<file path="config.mk">
export PLATFORM = sky130hd
export DESIGN_NAME = rom_bus_arbiter
export DESIGN_NICKNAME = d
export VERILOG_FILES = /design/src/rtl/rom_bus_arbiter.sv
export SDC_FILE = /design/constraint.sdc
export NUM_CORES = 1
export LEC_CHECK = 0
export BUFFER_PORTS_ARGS = -buffer_cell sky130_fd_sc_hd__buf_2
export CAP_MARGIN = 20
export CORE_UTILIZATION = 40
export DETAILED_ROUTE_END_ITERATION = 6
export HOLD_SLACK_MARGIN = 0.05
export PLACE_DENSITY = 0.69
export REMOVE_ABC_BUFFERS = 1
export SYNTH_ARGS = -nofsm -noshare
export SYNTH_HDL_FRONTEND = slang
export SYNTH_SLANG_ARGS = --single-unit
</file>
<file path="constraint.sdc">
create_clock -name clock -period 1.86 [get_ports clock]
set_input_delay 0.279 -clock clock [delete_from_list [all_inputs] [get_ports clock]]
set_output_delay 0.279 -clock clock [all_outputs]
set_load 0.02 [all_outputs]
</file>
<file path="src/rtl/rom_bus_arbiter.sv">
// rom_bus_arbiter: shares the boot ROM between fetch and data ports, one transaction at a time.
// Define ROM_ARB_ROUND_ROBIN_EN for round-robin arbitration; default is fixed fetch priority.
module rom_bus_arbiter #(
    parameter logic [31:0] ROM_BASE     = 32'h0800_0000,
    parameter logic [31:0] ROM_SIZE     = 32'h0010_0000,
    parameter int          READ_LATENCY = 1
) (
    input  logic        clock,
    input  logic        reset_n,
    input  logic        f_req,
    input  logic [31:0] f_addr,
    output logic        f_ack,
    output logic        f_rvalid,
    output logic [31:0] f_rdata,
    output logic        f_err,
    input  logic        d_req,
    input  logic        d_we,
    input  logic [31:0] d_addr,
    input  logic [31:0] d_wdata,
    output logic        d_ack,
    output logic        d_rvalid,
    output logic [31:0] d_rdata,
    output logic        d_err,
    output logic        rom_write_enable,
    output logic [31:0] rom_address,
    output logic [31:0] rom_data_in,
    input  logic [31:0] rom_data_out
);
    typedef enum logic [1:0] {IDLE, ACCESS, RESP} state_t;

    localparam logic [32:0] WIN_LO   = {1'b0, ROM_BASE};
    localparam logic [32:0] WIN_HI   = {1'b0, ROM_BASE} + {1'b0, ROM_SIZE};
    localparam logic [2:0]  LAST_CNT = 3'(READ_LATENCY);

    state_t      r_state;
    logic [2:0]  r_cnt;
    logic        r_sel_d;
    logic        r_we;
    logic        r_err;
    logic        w_pick_d;
    logic        w_we;
    logic        w_hit;
    logic [31:0] w_addr;

`ifdef ROM_ARB_ROUND_ROBIN_EN
    logic r_last_d;
    assign w_pick_d = d_req && (!f_req || !r_last_d);
`else
    assign w_pick_d = d_req && !f_req;
`endif
    assign w_addr = w_pick_d ? d_addr : f_addr;
    assign w_we   = w_pick_d && d_we;
    assign w_hit  = ({1'b0, w_addr} >= WIN_LO) && ({1'b0, w_addr} < WIN_HI);

    // A miss enters ACCESS at its terminal count so it responds one cycle after the ack.
    always_ff @(posedge clock or negedge reset_n) begin
        if (!reset_n) begin
            r_state          <= IDLE;
            r_cnt            <= 3'd0;
            r_sel_d          <= 1'b0;
            r_we             <= 1'b0;
            r_err            <= 1'b0;
            f_ack            <= 1'b0;
            f_rvalid         <= 1'b0;
            f_rdata          <= 32'h0;
            f_err            <= 1'b0;
            d_ack            <= 1'b0;
            d_rvalid         <= 1'b0;
            d_rdata          <= 32'h0;
            d_err            <= 1'b0;
            rom_write_enable <= 1'b0;
            rom_address      <= 32'h0;
            rom_data_in      <= 32'h0;
`ifdef ROM_ARB_ROUND_ROBIN_EN
            r_last_d         <= 1'b1;
`endif
        end else begin
            f_ack            <= 1'b0;
            d_ack            <= 1'b0;
            f_rvalid         <= 1'b0;
            d_rvalid         <= 1'b0;
            rom_write_enable <= 1'b0;
            case (r_state)
                IDLE: if (f_req || d_req) begin
                    r_sel_d <= w_pick_d;
                    r_we    <= w_we;
                    r_err   <= !w_hit;
                    f_ack   <= !w_pick_d;
                    d_ack   <= w_pick_d;
                    r_cnt   <= w_hit ? 3'd0 : LAST_CNT;
                    r_state <= ACCESS;
`ifdef ROM_ARB_ROUND_ROBIN_EN
                    r_last_d <= w_pick_d;
`endif
                    if (w_hit) begin
                        rom_address      <= w_addr;
                        rom_data_in      <= w_pick_d ? d_wdata : 32'h0;
                        rom_write_enable <= w_we;
                    end
                end
                ACCESS: if (r_cnt == LAST_CNT) begin
                    r_state <= RESP;
                    if (r_sel_d) begin
                        d_rvalid <= 1'b1;
                        d_rdata  <= (r_we || r_err) ? 32'h0 : rom_data_out;
                        d_err    <= r_err;
                    end else begin
                        f_rvalid <= 1'b1;
                        f_rdata  <= r_err ? 32'h0 : rom_data_out;
                        f_err    <= r_err;
                    end
                end else begin
                    r_cnt <= r_cnt + 3'd1;
                end
                default: r_state <= IDLE;
            endcase
        end
    end
endmodule

</file>
==> reports/qor.csv, run 1 <==
metric,value,unit
crit path max fanout,50,
Placed Area,7725,um2
boundary pin count,268,
Mapped Cells,604,
Critical Path Max Stage Delay,0.39,ns
number of synthesized flops with an enable pin,0,
first-pass GRT wire length,25.57,mm
Starting Density,0.4139,
design area,8303,um2
CTS sink count,143,
dominant cells by area after synthesis,"dfrtp_1, nand2_1, mux2i_1, inv_1, nand3b_1",
TritonCTS clock tree,yes,
final hold vios,0,
H-tree depth,4,
final setup fails,0,
CP Depth,7,
FP Rows,44,
worst r2r path cells,7,
initial drt markers,259,
dpl ws,-0.03351,ns
WP data required,2.17,ns
Avg Inst Size Synth,10.07,um2
violated checks,DRC,
Leakage,0.004595,uW
Max clock buf depth,2,
status,"finished, violations left",
vias in the first global route,4953,
die area,15710,um2
drt pass-1 iters,6,
Crit. End Element,flop,
worst path arrival time,2.02,ns
PwrDens,1373,nW/um2
Worst-path clk slew,0.06,ns
clock buffer count from CTS,17,
share of layout cells above drive strength 1,0.3719,
Slew Limit Fails,0,
Area Overhead vs Synth,36.46,%
synthesized cell area,6085,um2
WHS,0.09816,ns
Worst Skew,0.009462,ns
Fill cells,1310,
crit path max-delay cell type,dfrtp_1,
worst skew pair latency,0.41,ns
multi-input logic area,2090,um2
worst-path cell chain,"inv_1, ha_1, and4bb_2, nor2b_4, buf_12, nand3b_1, o21ai_0",
Seq. cell area,3578,um2
Chip Width,125.3,um
pin count of the biggest net entering global routing,53,
top cell type's share of synthesized area,0.5881,
"FF+latch count, synth",143,
Hold Crit Class,in2reg,
asr flop ratio synth,1.000,
fin crit period,1.706,ns
Post CTS Setup Buffer Count,0,
most instantiated cells after synthesis,"nand2_1, dfrtp_1, inv_1, o21ai_0",
worst slew pin tran,0.5398,ns
CP startpoint kind,flop,
nets,1013,
hpwl dp,11.19,mm
IO Port Bufs,267,
Final GP Congestion,0.7641,
Synth cell types,34,
Max Cap Viol,0,
WL per Instance,14.74,um
Vias,5072,
Slew HR,0.6401,
CP bufs+invs,2,
leading area contributor after synthesis,dfrtp_1,
"Seq/Total Area, Yosys",0.5881,
initial antenna violation count,0,
Root Buffer Master,clkbuf_16,
period utilization,0.9173,
WHS Path Cells,3,
warnings from Yosys,0,
diode count,0,
Fmax achieved,586.1,MHz
setup TNS,0,ns
area of the core,14700,um2
RSZ-0062 raised after global routing,false,
vias per inst,4.723,
GR Overflow Total,0,
critical path type,reg2reg,
WL final,15.83,mm
maximum vdd drop,918.3,uV
most frequent cell after synthesis,nand2_1,
Final WS setup,0.1539,ns
Total GRT Usage,0.2075,
Die Ht,125.3,um
# DRC,23,
Antenna Nets Post-Route,0,
Post-synth top flop,dfrtp_1,
cell class contributing the biggest share of worst-path delay,simple AND/OR/NAND/NOR gates,
## worst min-delay path: stages
cell and delay, ns:
buf_2 0.09, nand3_1 0.05, nand2_1 0.06
## layout make-up
cell class,count,area share
Sequential cell,143,0.4310
Inverter,67,0.03029
Multi-Input combinational cell,360,0.2517
Timing Repair Buffer,289,0.1909
Clock inverter,9,0.01010
Tap cell,184,0.02773
Clock buffer,22,0.05832
## what timing repair did
action / in CTS / in global routing
resized for setup: 0 / 0
endpoints found under the hold margin: 46 / 0
hold buffers: 1 / 0
## routing by layer
layer,up-vias,track usage,routed length [um]
li1,2471,-,-
met1,2376,0.2596,6719
met2,210,0.3388,7506
met3,15,0.06846,1447
met4,0,0.06887,157
met5,-,0,0
## state kept, by name, indices dropped and copies added, names as in the netlist
| register | count |
|---|---|
| rom_write_enable | 1 |
| r_we | 1 |
| r_cnt | 3 |
| d_rvalid | 1 |
| r_sel_d | 1 |
| rom_address | 32 |
| f_rvalid | 1 |
| f_rdata | 32 |
| rom_data_in | 32 |
| d_ack | 1 |
| f_ack | 1 |
| f_err | 1 |
| d_err | 1 |
| d_rdata | 32 |
| r_state | 2 |
| r_err | 1 |
## metrics by stage
step	utilization	total power, uW	std cells
detailed placement	0.5255	8253	1042
floorplan	-	6543	570
global route	0.5649	12100	1074
CTS	0.5649	11550	1074
finish	0.5649	11400	1074
global placement	0.5255	8180	1042
## cell usage in the layout, fill, tap and decap left out, drive strengths merged
cell type    count
clkinvlp         4
or3              1
nor4b            2
and3             1
buf            288
and2             1
nor4             4
nand2          163
o21ai           35
ha               2
nand4            2
inv             67
dfrtp          143
clkinv           4
bufinv           1
mux2i           33
a22o             1
clkbuf          22
nand3b          33
a21oi            2
and4bb           1
a21boi           1
dlygate4sd3      1
nand3           32
nor3             2
a311oi           1
or2              1
nor2             5
nand2b           2
mux2            22
nor2b           13
## final timing paths
path	to	slack (ns)	start
min	d_rdata[26]	0.1	rom_data_out[26]
min in group asynchronous	rom_address[21]	0.38	reset_n
max in group asynchronous	rom_data_in[15]	0.86	reset_n
min reg2reg	d_rdata[18]	0.46	d_rdata[18]
max	f_rdata[16]	0.15	r_cnt[1]
max reg2reg	f_rdata[16]	0.15	r_cnt[1]
## logic make-up after synthesis
family                     Yosys count  share of synthesized area
and+or+nand+nor                    263                     0.2050
DFF                                143                     0.5881
buffers and inverters              101                    0.07259
muxes                               55                    0.09500
AOI/OAI and AO/OA                   40                    0.03516
adders and majority gates            2                   0.004112
## where the power goes
part	internal (uW)	switching [uW]	total, uW
combinational	1330	2500	3830
clock	1970	1240	3210
sequential	3920	432	4350
total	7230	4180	11400
No activity file was read; power rests on OpenSTA's default activity.
==> inputs of run 2 (changes only) <==
--- a/config.mk
+++ b/config.mk
@@ -7,10 +7,10 @@
 export LEC_CHECK = 0
 export BUFFER_PORTS_ARGS = -buffer_cell sky130_fd_sc_hd__buf_2
 export CAP_MARGIN = 20
-export CORE_UTILIZATION = 40
+export CORE_UTILIZATION = 47
 export DETAILED_ROUTE_END_ITERATION = 6
 export HOLD_SLACK_MARGIN = 0.05
-export PLACE_DENSITY = 0.69
+export PLACE_DENSITY = 0.8
 export REMOVE_ABC_BUFFERS = 1
 export SYNTH_ARGS = -nofsm -noshare
 export SYNTH_HDL_FRONTEND = slang
==> run 2 against run 1 <==
The run now ends clean. Design area grew 0.66%. Via count up 1.1%. Routed wire length hardly changed. Clock-buffer cell count down 1. Flip-flop and latch count is the same. Largest cell class unchanged.
==> reports/qor.csv, run 2 (synthesis gave the netlist of run 1 again) <==
metric,value,unit,change
Max Cap Viol,0,,unchanged
status,completed,,
CP startpoint kind,flop,,
pin count of the biggest net entering global routing,46,,-13%
cell class contributing the biggest share of worst-path delay,buffers and inverters,,
Final WS setup,0.1836,ns,+0.02971 ns
CTS Hold Buffers Added,1,,unchanged
Max clock buf depth,2,,unchanged
Crit. End Element,flop,,
Final GP Congestion,0.7632,,-0.12%
die area,13410,um2,-15%
maximum vdd drop,1027,uV,+12%
hpwl dp,11.07,mm,-1.1%
boundary pin count,268,,unchanged
# DRC,0,,-100%
WL per Instance,14.86,um,+0.83%
drt pass-1 iters,6,,unchanged
period utilization,0.9013,,-0.01597
PwrDens,1412,nW/um2,+2.9%
Total GRT Usage,0.2337,,+0.02628
most frequent cells in the layout,"buf_2, nand2_1, dfrtp_1, inv_1, o21ai_0",,
Placed Area,7727,um2,about the same
initial drt markers,272,,+5.0%
Antenna Nets Post-Route,0,,unchanged
vias per inst,4.811,,+1.9%
TritonCTS clock tree,yes,,
CTS sink count,143,,unchanged
Starting Density,0.4822,,+0.06821
H-tree depth,4,,unchanged
fin util,0.6623,,+0.09744
Hold Crit Class,in2reg,,
WP data required,2.19,ns,+0.02 ns
CP bufs+invs,2,,unchanged
Die Ht,115.8,um,-7.6%
Post CTS Setup Buffer Count,0,,unchanged
Slew HR,0.7061,,+0.06598
crit path max fanout,36,,-28%
FP Rows,41,,-6.8%
final setup fails,0,,unchanged
Worst-path clk slew,0.06,ns,about the same
share of layout cells above drive strength 1,0.3736,,+0.001692
initial antenna violation count,0,,unchanged
Worst Skew,0.008132,ns,-0.001330 ns
clock buffer count from CTS,17,,unchanged
design area,8358,um2,+0.66%
worst path arrival time,2.00,ns,-0.02 ns
final hold vios,0,,unchanged
Vias,5129,,+1.1%
Critical Path Max Stage Delay,0.38,ns,about the same
Fmax achieved,596.5,MHz,+1.8%
GR Overflow Total,0,,unchanged
Area Overhead vs Synth,37.36,%,
worst skew pair latency,0.41,ns,about the same
nets,1017,,+0.39%
crit path max-delay cell type,dfrtp_1,,
Chip Width,115.8,um,-7.6%
fin crit period,1.676,ns,-0.02971 ns
Leakage,0.004647,uW,+1.1%
IO Port Bufs,267,,unchanged
first-pass GRT wire length,23.65,mm,-7.5%
vias in the first global route,4760,,-3.9%
worst-path cell chain,"nor2_1, o21ai_0, a21oi_4, buf_12, buf_4, mux2i_1",,
dpl ws,-0.006059,ns,+0.02745 ns
WL final,15.84,mm,about the same
Resize count post-CTS,0,,unchanged
critical path type,reg2reg,,
RSZ-0062 raised after global routing,false,,
Root Buffer Master,clkbuf_16,,
diode count,0,,unchanged
Slew Limit Fails,0,,unchanged
"most common cell after layout, fill and taps aside",buf_2,,
worst slew pin tran,0.4409,ns,-0.09897 ns
WHS,0.09867,ns,+0.0005122 ns
area of the core,12620,um2,-14%
run 2: changes by cell type in the layout (fill, tap and decap cells not counted):
cell / before / now
buf_12: 6 / 5
buf_4: 15 / 20
bufinv_16: 1 / 4
clkbuf_1: 1 / 2
clkbuf_8: 4 / 2
clkinv_4: 0 / 1
clkinvlp_4: 4 / 1
run 2: metrics by stage:
step / power, uW / std cells / TNS, ns
floorplan: 6543 / 570 / -259.49
global placement: 8156 / 1034 / 0
detailed placement: 8246 / 1034 / -0.006059
CTS: 11850 / 1066 / 0
global route: 12410 / 1066 / 0
finish: 11810 / 1066 / 0
run 2: area by class of cell:
type	count	area, um2
Multi-Input combinational cell	360	2090
Tap cell	172	215.2
Timing Repair Buffer	293	1603
Inverter	67	251.5
Clock inverter	10	160.2
Fill cell	1008	4262
Sequential cell	143	3578
Clock buffer	21	460.4
run 2: power breakdown:
part	leakage, uW	total, uW	switching, uW	internal [uW]
Combinational	0.00258	3850	2510	1340
Clock	0.000303	3590	1280	2310
Sequential	0.00176	4360	441	3920
run 2: path summary, 6_finish.rpt:
| path | from | to | slack [ns] | cells past startpoint |
|---|---|---|---|---|
| worst max-delay path | r_state[0] | rom_data_in[18] | 0.18 | 6 |
| worst min-delay path | rom_data_out[28] | d_rdata[28] | 0.1 | 3 |
| worst max register to register | r_state[0] | rom_data_in[18] | 0.18 | 6 |
| worst min register to register | d_rdata[4] | d_rdata[4] | 0.46 | 2 |
| max in group asynchronous | reset_n | f_rdata[27] | 0.87 | 3 |
| min in group asynchronous | reset_n | rom_data_in[24] | 0.37 | 2 |
run 2: worst register-to-register path, cell delays in order, from the launching register on:
cell and delay, ns:
dfrtp_1 0.38, nor2_1 0.16, o21ai_0 0.19, a21oi_4 0.18, buf_12 0.23, buf_4 0.23, mux2i_1 0.22
run 2: layer usage:
metal  wire length [um]  GRT usage
met1               6787     0.2879
met2               7589     0.3853
met3               1258    0.07636
met4                206    0.08462
met5                  0          0
==> inputs of run 3 (changes only) <==
--- a/config.mk
+++ b/config.mk
@@ -7,10 +7,10 @@
 export LEC_CHECK = 0
 export BUFFER_PORTS_ARGS = -buffer_cell sky130_fd_sc_hd__buf_2
 export CAP_MARGIN = 20
-export CORE_UTILIZATION = 47
+export CORE_UTILIZATION = 30
 export DETAILED_ROUTE_END_ITERATION = 6
 export HOLD_SLACK_MARGIN = 0.05
-export PLACE_DENSITY = 0.8
+export MAX_ROUTING_LAYER = met4
 export REMOVE_ABC_BUFFERS = 1
 export SYNTH_ARGS = -nofsm -noshare
 export SYNTH_HDL_FRONTEND = slang
==> constraint.sdc (replaced) <==
create_clock -name clock -period 1.74 [get_ports clock]
set_input_delay 0.261 -clock clock [delete_from_list [all_inputs] [get_ports clock]]
set_output_delay 0.261 -clock clock [all_outputs]
set_load 0.02 [all_outputs]
==> run 3 against run 2 <==
Sequential share of layout area decreased by 1.4 points. Die area increased by 56%. Via count increased by 1.9%. Combinational power increased by 16%. Clock-buffer cell count decreased by 4. Maximum frequency increased by 0.57%. Non-clock buffer count increased by 12. Sequential power increased by 6.7%. First-iteration DRC count decreased by 58%. Critical path depth increased by 2. Critical path type unchanged. Largest power group unchanged.
==> reports/qor.csv, run 3 (synthesis gave the netlist of run 1 again) <==
metric,value,unit,change
status,completed,,
WL final,16.97,mm,+7.1%
Area Overhead vs Synth,41.87,%,
Worst Skew,0.01033,ns,+0.002194 ns
# DRC,0,,unchanged
crit path max fanout,20,,-44%
GR Overflow Total,0,,unchanged
Fmax achieved,599.9,MHz,+0.57%
clock buffer count from CTS,17,,unchanged
Vias,5229,,+1.9%
Max Cap Viol,0,,unchanged
IO Port Bufs,267,,unchanged
hpwl dp,11.81,mm,+6.7%
CP startpoint kind,flop,,
worst skew pair latency,0.42,ns,about the same
Final GP Congestion,0.7467,,-2.2%
vias in the first global route,4920,,+3.4%
Slew HR,0.6249,,-0.08117
period utilization,0.9580,,+0.05667
initial drt markers,114,,-58%
final setup fails,0,,unchanged
design area,8632,um2,+3.3%
CTS sink count,143,,unchanged
Root Buffer Master,clkbuf_16,,
Internal Power,8005,uW,+5.7%
die area,20860,um2,+56%
share of layout cells above drive strength 1,0.3859,,+0.01229
worst slew pin tran,0.5626,ns,+0.1218 ns
Hold Crit Class,in2reg,,
TritonCTS clock tree,yes,,
Max clock buf depth,2,,unchanged
Die Ht,144.4,um,+25%
maximum vdd drop,855.5,uV,-17%
initial antenna violation count,0,,unchanged
WL per Instance,14.48,um,-2.6%
combinational share of power,0.348,,+0.022
nets,1029,,+1.2%
critical path type,reg2reg,,
setup TNS,0,ns,unchanged
diode count,0,,unchanged
Placed Area,7911,um2,+2.4%
fin crit period,1.667,ns,-0.009544 ns
Total GRT Usage,0.1644,,-0.06929
"most common cell after layout, fill and taps aside",buf_2,,
FP Rows,51,,+24%
first-pass GRT wire length,25.37,mm,+7.3%
drt pass-1 iters,5,,-1
Leakage,0.004713,uW,+1.4%
WHS Path Cells,3,,unchanged
WP data required,2.08,ns,-0.11 ns
pin count of the biggest net entering global routing,53,,+15%
Clk pwr share,0.290,,-0.014
Seq pwr share,0.363,,-0.006
final hold vios,0,,unchanged
most frequent cells in the layout,"buf_2, nand2_1, dfrtp_1, inv_1, o21ai_0",,
Worst-path clk slew,0.07,ns,about the same
Chip Width,144.4,um,+25%
Sw Ratio,0.3754,,+0.01699
worst r2r path cells,8,,+2
area of the core,19650,um2,+56%
sw power,4812,uW,+14%
Slew Limit Fails,0,,unchanged
Starting Density,0.3096,,-0.1726
H-tree depth,4,,unchanged
Antenna Nets Post-Route,0,,unchanged
vias per inst,4.462,,-7.3%
boundary pin count,268,,unchanged
Crit. End Element,flop,,
PwrDens,1485,nW/um2,+5.1%
worst path arrival time,2.01,ns,about the same
run 3: cell types whose count changed in the layout (fill, tap and decap cells not counted), moves of 2 or more:
cell,before,now
buf_12,5,9
buf_4,20,25
bufinv_16,4,2
clkbuf_1,2,0
clkbuf_8,2,0
clkinv_2,3,0
clkinv_4,1,3
clkinvlp_4,1,3
inv_6,1,6
run 3: worst max-delay path: stages (launching register included):
cell and delay [ns]:
dfrtp_1 0.39, inv_2 0.07, ha_4 0.13, and4bb_2 0.25
nor2b_4 0.29, buf_12 0.15, clkbuf_16 0.16, nand3b_1 0.08
o21ai_0 0.07
run 3: cell type report:
| cell class | instances | area (um2) |
|---|---|---|
| fill | 1952 | 11020 |
| sequential | 143 | 3578 |
| multi-input combinational | 360 | 2106 |
| timing repair buffer | 305 | 1767 |
| clock buffer | 17 | 425.4 |
| tap | 265 | 331.6 |
| inverter | 67 | 251.5 |
| clock inverter | 15 | 172.7 |
run 3: repair_timing:
item / CTS / global route
setup buffers: 0 / 6
endpoints found under the setup margin: 0 / 34
gates resized for setup: 0 / 6
hold buffers: 2 / 0
hold endpoints to repair: 39 / 0
run 3: path summary, 6_finish.rpt:
kind                                       start              end  slack (ns)
worst max-delay path                    r_cnt[1]      f_rdata[11]        0.07
worst min-delay path            rom_data_out[20]      d_rdata[20]        0.08
worst max register to register          r_cnt[1]      f_rdata[11]        0.07
worst min register to register       d_rdata[29]      d_rdata[29]        0.46
max in group asynchronous                reset_n       f_rdata[2]        0.79
min in group asynchronous                reset_n  rom_data_in[19]        0.36
run 3: per-stage QoR:
stage | total power [uW] | hold WS (ns) | util | worst slack (ns) | cells
global route | 13620 | 0.06664 | 0.4392 | -0.01911 | 1172
global placement | 8903 | 0.2350 | 0.4025 | -0.07382 | 1131
CTS | 12780 | 0.05049 | 0.4340 | 0.02961 | 1165
detailed placement | 8967 | 0.2364 | 0.4025 | -0.1221 | 1131
floorplan | 6994 | -0.03459 | - | -3.234 | 570
finish | 12820 | 0.07773 | 0.4392 | 0.07315 | 1172
run 3: metal layers:
metal | vias to the layer above | track usage | part of all wire
li1 | 2515 | - | -
met1 | 2487 | 0.2032 | 0.45
met2 | 213 | 0.2616 | 0.47
met3 | 14 | 0.04073 | 0.073
met4 | 0 | 0.05651 | 0.011
met5 | - | - | 0
run 3: power by group through the flow:
stage / clock (uW) / combinational, uW / sequential (uW)
finish: 3710 / 4450 / 4650
global route: 3950 / 4900 / 4770
CTS: 3840 / 4280 / 4650
detailed placement: 0 / 4300 / 4670
global placement: 0 / 4230 / 4670
floorplan: 0 / 1320 / 5680
